### config.mk
export PLATFORM = sky130hd
export DESIGN_NAME = race_state_controller
export DESIGN_NICKNAME = d
export VERILOG_FILES = /design/src/rtl/race_state_controller.sv
export SDC_FILE = /design/constraint.sdc
export NUM_CORES = 1
export LEC_CHECK = 0
export ABC_AREA = 1
export BUFFER_PORTS_ARGS = -buffer_cell sky130_fd_sc_hd__buf_2
export CAP_MARGIN = 20
export CORE_UTILIZATION = 61
export DETAILED_ROUTE_END_ITERATION = 7
export PLACE_DENSITY_LB_ADDON = 0.25
export SYNTH_ARGS = -nofsm -noshare
export SYNTH_HDL_FRONTEND = slang
export SYNTH_SLANG_ARGS = --single-unit
### constraint.sdc
create_clock -name clk -period 4 [get_ports clk]
set_clock_uncertainty 0.1 [all_clocks]
set_input_delay 0.8 -clock clk [delete_from_list [all_inputs] [get_ports clk]]
set_output_delay 0.8 -clock clk [all_outputs]
set_load 0.03 [all_outputs]
### src/rtl/race_state_controller.sv
// Game sequencer: drives the IDLE/SETTING/COUNTDOWN/RACING/PAUSE/FINISH flow,
// generates one-second ticks and counts laps from the car position.
module race_state_controller #(
  parameter int TICK_DIV      = 100000000,
  parameter int COUNTDOWN_SEC = 3,
  parameter int LAPS          = 3,
  parameter int FIN_X_MIN     = 140,
  parameter int FIN_X_MAX     = 180,
  parameter int FIN_Y_MIN     = 200,
  parameter int FIN_Y_MAX     = 204,
  parameter int CHK_Y_MAX     = 40
) (
  input  logic       clk,
  input  logic       rst,
  input  logic       start_btn,
  input  logic       pause_btn,
  input  logic [9:0] pos_x,
  input  logic [9:0] pos_y,
  output logic [2:0] state,
  output logic [3:0] countdown,
  output logic [2:0] lap,
  output logic [9:0] race_time,
  output logic       sec_tick
);

  typedef enum logic [2:0] {
    S_IDLE      = 3'd0,
    S_SETTING   = 3'd1,
    S_COUNTDOWN = 3'd3,
    S_RACING    = 3'd4,
    S_PAUSE     = 3'd5,
    S_FINISH    = 3'd6
  } state_t;

  localparam int             PW       = (TICK_DIV > 1) ? $clog2(TICK_DIV) : 1;
  localparam logic [PW-1:0]  P_LAST   = PW'(TICK_DIV - 1);
  localparam logic [3:0]     CD_INIT  = 4'(COUNTDOWN_SEC);
  localparam logic [2:0]     LAP_DONE = 3'(LAPS);
  localparam logic [9:0]     RT_MAX   = 10'd999;
  localparam logic [9:0]     FX_MIN   = 10'(FIN_X_MIN);
  localparam logic [9:0]     FX_MAX   = 10'(FIN_X_MAX);
  localparam logic [9:0]     FY_MIN   = 10'(FIN_Y_MIN);
  localparam logic [9:0]     FY_MAX   = 10'(FIN_Y_MAX);
  localparam logic [9:0]     CY_MAX   = 10'(CHK_Y_MAX);

  state_t        r_state;
  logic [PW-1:0] r_presc;
  logic [3:0]    r_countdown;
  logic [2:0]    r_lap;
  logic [9:0]    r_race_time;
  logic          r_sec_tick;
  logic          r_chk_seen;
  logic          r_in_fin_q;

  state_t        w_state_nxt;
  logic [PW-1:0] w_presc_nxt;
  logic [3:0]    w_countdown_nxt;
  logic [2:0]    w_lap_nxt;
  logic [9:0]    w_race_time_nxt;
  logic          w_chk_seen_nxt;

  logic          w_counting;
  logic          w_tick;
  logic          w_in_fin;
  logic          w_in_chk;
  logic          w_lap_evt;
  logic [2:0]    w_lap_inc;

  assign w_counting = (r_state == S_COUNTDOWN) || (r_state == S_RACING);
  assign w_tick     = w_counting && (r_presc == P_LAST);
  assign w_in_fin   = (pos_x >= FX_MIN) && (pos_x <= FX_MAX) &&
                      (pos_y >= FY_MIN) && (pos_y <= FY_MAX);
  assign w_in_chk   = (pos_y <= CY_MAX);
  // A lap needs a fresh entry into the finish box after visiting the checkpoint.
  assign w_lap_evt  = (r_state == S_RACING) && w_in_fin && !r_in_fin_q && r_chk_seen;
  assign w_lap_inc  = r_lap + 3'd1;

  always_ff @(posedge clk or negedge rst) begin
    if (!rst) begin
      r_state <= S_IDLE;
    end else begin
      r_state <= w_state_nxt;
    end
  end

  always_comb begin
    w_state_nxt     = r_state;
    w_presc_nxt     = r_presc;
    w_countdown_nxt = r_countdown;
    w_lap_nxt       = r_lap;
    w_race_time_nxt = r_race_time;
    w_chk_seen_nxt  = r_chk_seen;

    if (w_counting) begin
      w_presc_nxt = w_tick ? '0 : r_presc + PW'(1);
    end

    case (r_state)
      S_IDLE: begin
        if (start_btn) begin
          w_state_nxt     = S_SETTING;
          w_lap_nxt       = '0;
          w_race_time_nxt = '0;
        end
      end
      S_SETTING: begin
        if (start_btn) begin
          w_state_nxt     = S_COUNTDOWN;
          w_countdown_nxt = CD_INIT;
          w_chk_seen_nxt  = 1'b0;
          w_presc_nxt     = '0;
        end
      end
      S_COUNTDOWN: begin
        if (w_tick) begin
          if (r_countdown <= 4'd1) begin
            w_countdown_nxt = '0;
            w_state_nxt     = S_RACING;
            w_presc_nxt     = '0;
          end else begin
            w_countdown_nxt = r_countdown - 4'd1;
          end
        end
      end
      S_RACING: begin
        if (w_tick && (r_race_time != RT_MAX)) begin
          w_race_time_nxt = r_race_time + 10'd1;
        end
        if (w_lap_evt) begin
          w_lap_nxt      = w_lap_inc;
          w_chk_seen_nxt = 1'b0;
        end else if (w_in_chk) begin
          w_chk_seen_nxt = 1'b1;
        end
        // Finishing wins over a pause requested in the same cycle.
        if (w_lap_evt && (w_lap_inc == LAP_DONE)) begin
          w_state_nxt = S_FINISH;
        end else if (pause_btn) begin
          w_state_nxt = S_PAUSE;
        end
      end
      S_PAUSE: begin
        if (pause_btn) begin
          w_state_nxt = S_RACING;
          w_presc_nxt = '0;
        end
      end
      S_FINISH: begin
        if (start_btn) begin
          w_state_nxt = S_IDLE;
        end
      end
      default: begin
        w_state_nxt = S_IDLE;
      end
    endcase
  end

  always_ff @(posedge clk or negedge rst) begin
    if (!rst) begin
      r_presc     <= '0;
      r_countdown <= '0;
      r_lap       <= '0;
      r_race_time <= '0;
      r_sec_tick  <= 1'b0;
      r_chk_seen  <= 1'b0;
      r_in_fin_q  <= 1'b0;
    end else begin
      r_presc     <= w_presc_nxt;
      r_countdown <= w_countdown_nxt;
      r_lap       <= w_lap_nxt;
      r_race_time <= w_race_time_nxt;
      r_sec_tick  <= w_tick;
      r_chk_seen  <= w_chk_seen_nxt;
      r_in_fin_q  <= w_in_fin;
    end
  end

  assign state     = r_state;
  assign countdown = r_countdown;
  assign lap       = r_lap;
  assign race_time = r_race_time;
  assign sec_tick  = r_sec_tick;

endmodule
* Word level (Yosys, flattened, before mapping)
Cells that the tools add are included.
** Cells by class
- Add/subtract/negate cells :: 4
- Multipliers :: 0
- Div/mod/pow operators :: 0
- Order comparisons :: 6
- Eq/ne operators :: 18
- Shift operators :: 0
- Multiplexer cells :: 29
- Bitwise logic cells :: 0
- Reductions and logical operators :: 20
** Operators with widths (number)
- 2-to-1 mux 27 bit :: 6
- case mux 27 bit (3 select lines) :: 1
- adder 27 x 1 -> 27 bit, second input constant :: 1
- == test 27 bit, second input constant :: 1
- 2-to-1 mux 3 bit :: 9
- >= comparator 10 x 8 -> 1 bit, second input constant :: 2
- <= comparator 10 x 8 -> 1 bit, second input constant :: 2
- 2-to-1 mux 10 bit :: 2
- case mux 10 bit (2 select lines) :: 1
- case mux 3 bit (6 select lines) :: 1
- 2-to-1 mux 4 bit :: 3
- != test 2 bit, second input constant :: 6
- AND reduction 3 bit :: 4
- adder 10 x 1 -> 10 bit, second input constant :: 1
- <= comparator 10 x 6 -> 1 bit, second input constant :: 1
- != test 10 bit, second input constant :: 1
- == test 3 bit, second input constant :: 3
- logical AND 1 bit :: 9
- case mux 4 bit (2 select lines) :: 1
- AND reduction 7 bit :: 1
- == test 3 x 2 -> 1 bit, second input constant :: 2
- case mux 3 bit (2 select lines) :: 1
- nonzero test 2 bit :: 3
- <= comparator 4 x 1 -> 1 bit, second input constant :: 1
- 11 further kinds :: 14
** Word-level totals
- Bits in registers :: 50
- Latch bits :: 0
- Bits in writable memories :: 0
- Memory bits (read-only) :: 0
- Output and inout port bits :: 21
- Logic and storage cells :: 85
- Memories kept :: 0

* Logic depth before layout (Yosys ltp)
- Depth after elaboration :: 10
- Gate-level depth with buffers :: 12
- Depth with buffers taken out :: 12

* Worst setup path before layout
Ideal clock, no wire load.
- Path type :: register -> register
- Start :: register r_state[0] (netlist: state[0])
- End :: register r_state[1] (netlist: state[1])
- Library setup time :: 119 ps
- Data arrival time :: 1677 ps
- Setup slack :: 2104 ps
- Stages on the path, launching flop included :: 13
- Clock period less this slack :: 1896 ps
- Cells stage by stage :: dfrtp_1 > nor2_2 > nand2_1 > nand2_4 > nand3_4 > inv_2 > nand2_1 > nand2_1 > nand2_2 > nor2_4 > nand2_1 > nand2_1 > nand2_1
** On the way
- Longest elaborated chain between the ends :: 7
** Ends and longest elaborated chain
- start: declaration :: RTL line 46 : state_t r_state;
- start signal: assignment :: RTL line 82 : r_state <= w_state_nxt;
- == test 3 bit :: RTL line 69, 75, 98
- logical AND 1 bit (3 in a row) :: RTL line 75 : assign w_lap_evt = (r_state == S_RACING) && w_in_fin && !r_in_fin_q && r_chk_seen;
- logical AND 1 bit :: RTL line 136 : if (w_lap_evt && (w_lap_inc == LAP_DONE)) begin
- != test 3 x 2 -> 1 bit (no source line) or 2-to-1 mux 3 bit (tied branches)
- AND reduction 7 bit (no source line) or case mux 3 bit (6 select lines) (tied branches)
Parallel ways exist; a longest one is shown, timed or not.
A chain may end at the register's enable or synchronous reset.

* Final worst setup path
- Start :: register r_state[1] (netlist: state[1])
- End :: register r_presc[11]
** On the way
- Longest elaborated chain between the ends :: 8
** Ends and longest elaborated chain
- == test 3 x 2 -> 1 bit or == test 3 bit (tied branches) :: RTL line 69, 98
- logical OR 1 bit :: RTL line 69 : assign w_counting = (r_state == S_COUNTDOWN) || (r_state == S_RACING);
- logical AND 1 bit :: RTL line 70 : assign w_tick = w_counting && (r_presc == P_LAST);
- 2-to-1 mux 27 bit :: RTL line 95 : w_presc_nxt = w_tick ? '0 : r_presc + PW'(1);
- 2-to-1 mux 27 bit :: RTL line 94 : if (w_counting) begin
- 2-to-1 mux 27 bit :: RTL line 116 : if (r_countdown <= 4'd1) begin
- 2-to-1 mux 27 bit :: RTL line 115 : if (w_tick) begin
- case mux 27 bit (3 select lines) * :: RTL line 98 : case (r_state)
- net w_presc_nxt[11] :: RTL line 56 : logic [PW-1:0] w_presc_nxt;
- end signal: assignment :: RTL line 169 : r_presc <= w_presc_nxt;
- end: declaration :: RTL line 47 : logic [PW-1:0] r_presc;
Mark *: on every way through the listed nets, which the timed path passes. The rest lies on a longest branch.

==> out/results.ini <==
[pwr]
power.internal_uw=806
leakage_uw=0.00177
clkPwrFrac=0.220
ir_drop_uv=326
switching_share=0.412
p_sw_uw=566
pwr-share-comb=0.360
pwr-share-seq=0.421
power_density_mw_per_mm2=387

[routing]
vias_per_cell=5.38
vias=2991
drt-initial-drc-count=182
drt-total-wl_um=6850
dr.pass1.iters=5
post-route-drc-count=0
drtAntennaViolNets=0
routedWlPerCell_um=12.3

[clock_tree]
post_cts_buffers=0
cts_hold_buf=0
clk_pin_slew_worst_paths_ns=0.09
clkLatencyLatePin_ns=0.30
cts-root-buf=clkbuf_8
cts_made_buffers=5
cts.htree.levels=2
cts_buffer_depth=2
cts_resized=0
clkSinkCount=50
cts_tree=built

[critical_path]
slowest_stage=dfrtp_1
ff2ff_setup_slack_ns=1.52
path_buf_inv=2
critPathMaxFanout=25
critPathCapture=r_presc[11]
worstReg2RegEnd=r_presc[11]
cpPeakStageDelay_ns=0.48
rr_worst_depth=10
cp.depth=10
crit_type=flop to flop
crit_family=simple AND/OR/NAND/NOR gates
critPathLaunch=state[1]
r2r-start=state[1]
critPathLaunchType=flop
path_cells=nor2_2 > nand2_1 > nand2_4 > nand3_4 > inv_2 > nand2_1 > nand2_2 > inv_1 > nand2_1 > a21oi_1
cp-end-kind=flop
worstPathArrival_ns=2.57
worst_ep_required_time_ns=4.08
cp_common_cell=nand2_1

[synthesis]
synth_edf_count=0
synth.avg_cell_area_um2=7.18
synth_area_leaders=dfrtp_1 40%, nand2_1 14%, nor2_1 7.2%
synthFlopType=dfrtp_1
syn_nets=471
synth_top_area_frac=0.395
yosysWarnings=0
syn_area_mm2=0.00316
ys_ff_latch=50
seq_area_frac_synth=0.395
yosysTopAreaCell=dfrtp_1
synth_cell_types=36
synthCells=441
synthArstFlopShare=1.00

[floorplanning]
io_pins=45
dieArea_mm2=0.00548
die_width_um=74.0
die_y_um=74.0
design.core.area_mm2=0.00485
start_util=0.653
placementRows=25

[cells_and_area]
drive_gt1_frac=0.162
multi_input_area_mm2=0.00167
final_nets=518
syn_to_final_growth_pct=11.9
layout_common_cells=115 x nand2_1, 61 x nor2_1, 54 x inv_1
finalInstanceArea_mm2=0.00354
final_common_cell=nand2_1
fillers=401
ff_latch_area_mm2=0.00125
diodes=0

[placement]
post_dp_cell_area_mm2=0.00345
port_buffers=44
gp_congestion=0.930
hpwl_um=5250

[grt]
grt_pass1_wl_um=11800
groute.usage.overall=0.278
grt_max_degree=31
grt_pass1_vias=2846
antenna_found_initial=0
overflow=0

[job]
drv_cap=0

[timing]
hold_viol_final=0
maxSlewViolCount=0
setup_violations=0
fmax_mhz=403
rsz0062_at_grt=no
fin_hold_ws_ns=0.344
fin_tns_setup_ns=0
relSlewSlack=0.648
period_share=0.621
tightest_slew_ns=0.527
fin_crit_ns=2.48

[status]
status=finished clean

[min_path]
worstHoldPathType=input port to asynchronous set/reset pin

synthesized netlist by cell type (2+ instances only):
cell	count
dfrtp_1	50
ha_1	6
nor2_2	4
o21ai_0	13
nor2_4	2
o21ai_1	5
nand2_2	3
nor3_1	19
buf_2	5
nand4_1	10
xnor2_1	4
nor2_1	61
nor3b_2	2
a21oi_1	10
inv_1	54
inv_2	5
nand3b_1	2
xor2_1	10
o21bai_1	3
a31oi_1	2
nand3_1	40
nor3_2	3
nand2_1	115
metrics by stage:
step | worst slack (ns) | instances | power, uW | util
2_1_floorplan | 2.10 | 441 | 957 | -
3_3_place_gp | 1.68 | 548 | 1060 | 0.712
3_5_place_dp | 1.56 | 548 | 1080 | 0.712
4_1_cts | 1.55 | 556 | 1380 | 0.731
5_1_grt | 1.29 | 556 | 1470 | 0.731
6_report | 1.52 | 556 | 1370 | 0.731
worst reg2reg max path: cells and delay by family (launching register included):
| kind | cells | cell delay, ns |
|---|---|---|
| flops | 1 | 0.48 |
| buf+inv | 2 | 0.21 |
| simple gates | 7 | 1.54 |
| compound gates | 1 | 0.04 |
how the worst min path moves through the flow:
stage | end | slack [ns] | depth (start not counted)
after floorplan | r_chk_seen | 0.37 | 2
after global placement | lap[2] | 0.39 | 2
after detailed placement | r_chk_seen | 0.41 | 2
after CTS | r_presc[26] | 0.36 | 1
after global routing | r_presc[20] | 0.38 | 1
final | r_presc[26] | 0.34 | 1
power groups by stage:
stage	Sequential, uW	Combinational [uW]	Clock (uW)
after floorplan	618	339	0
after global placement	583	480	0
after detailed placement	587	493	0
after CTS	577	495	312
after global routing	581	555	331
final	577	494	301
final cells by class:
cell class	count	share of cell area
multi-input cells	327	0.471
flip-flops and latches	50	0.353
repair buffers	45	0.0643
inverters	59	0.0625
clock buffers	7	0.0244
well taps	67	0.0237
clock inverters	1	0.00141
flip-flops by register name, indices dropped and copies added (netlist names):
name and cells:
lap 3, r_presc 27, sec_tick 1, r_in_fin_q 1, race_time 10, r_chk_seen 1
countdown 4, state 3
layer usage:
layer / global-route usage / routed length, um / part of all wire
met1: 0.348 / 3070 / 0.45
met3: 0.0434 / 306 / 0.045
met4: 0.107 / 89 / 0.013
met5: 0 / 0 / 0
met2: 0.482 / 3390 / 0.49
logic make-up after synthesis:
kind of cell             count (synthesis)  share of synthesized area
AO/OA/AOI/OAI                           36                     0.0629
XOR/XNOR                                14                     0.0387
buffers and inverters                   64                     0.0779
adder cells (fa/ha/maj)                  6                     0.0237
flip-flops                              50                      0.395
AND/OR/NAND/NOR                        271                      0.401
Power figures use the tool's default switching activity.
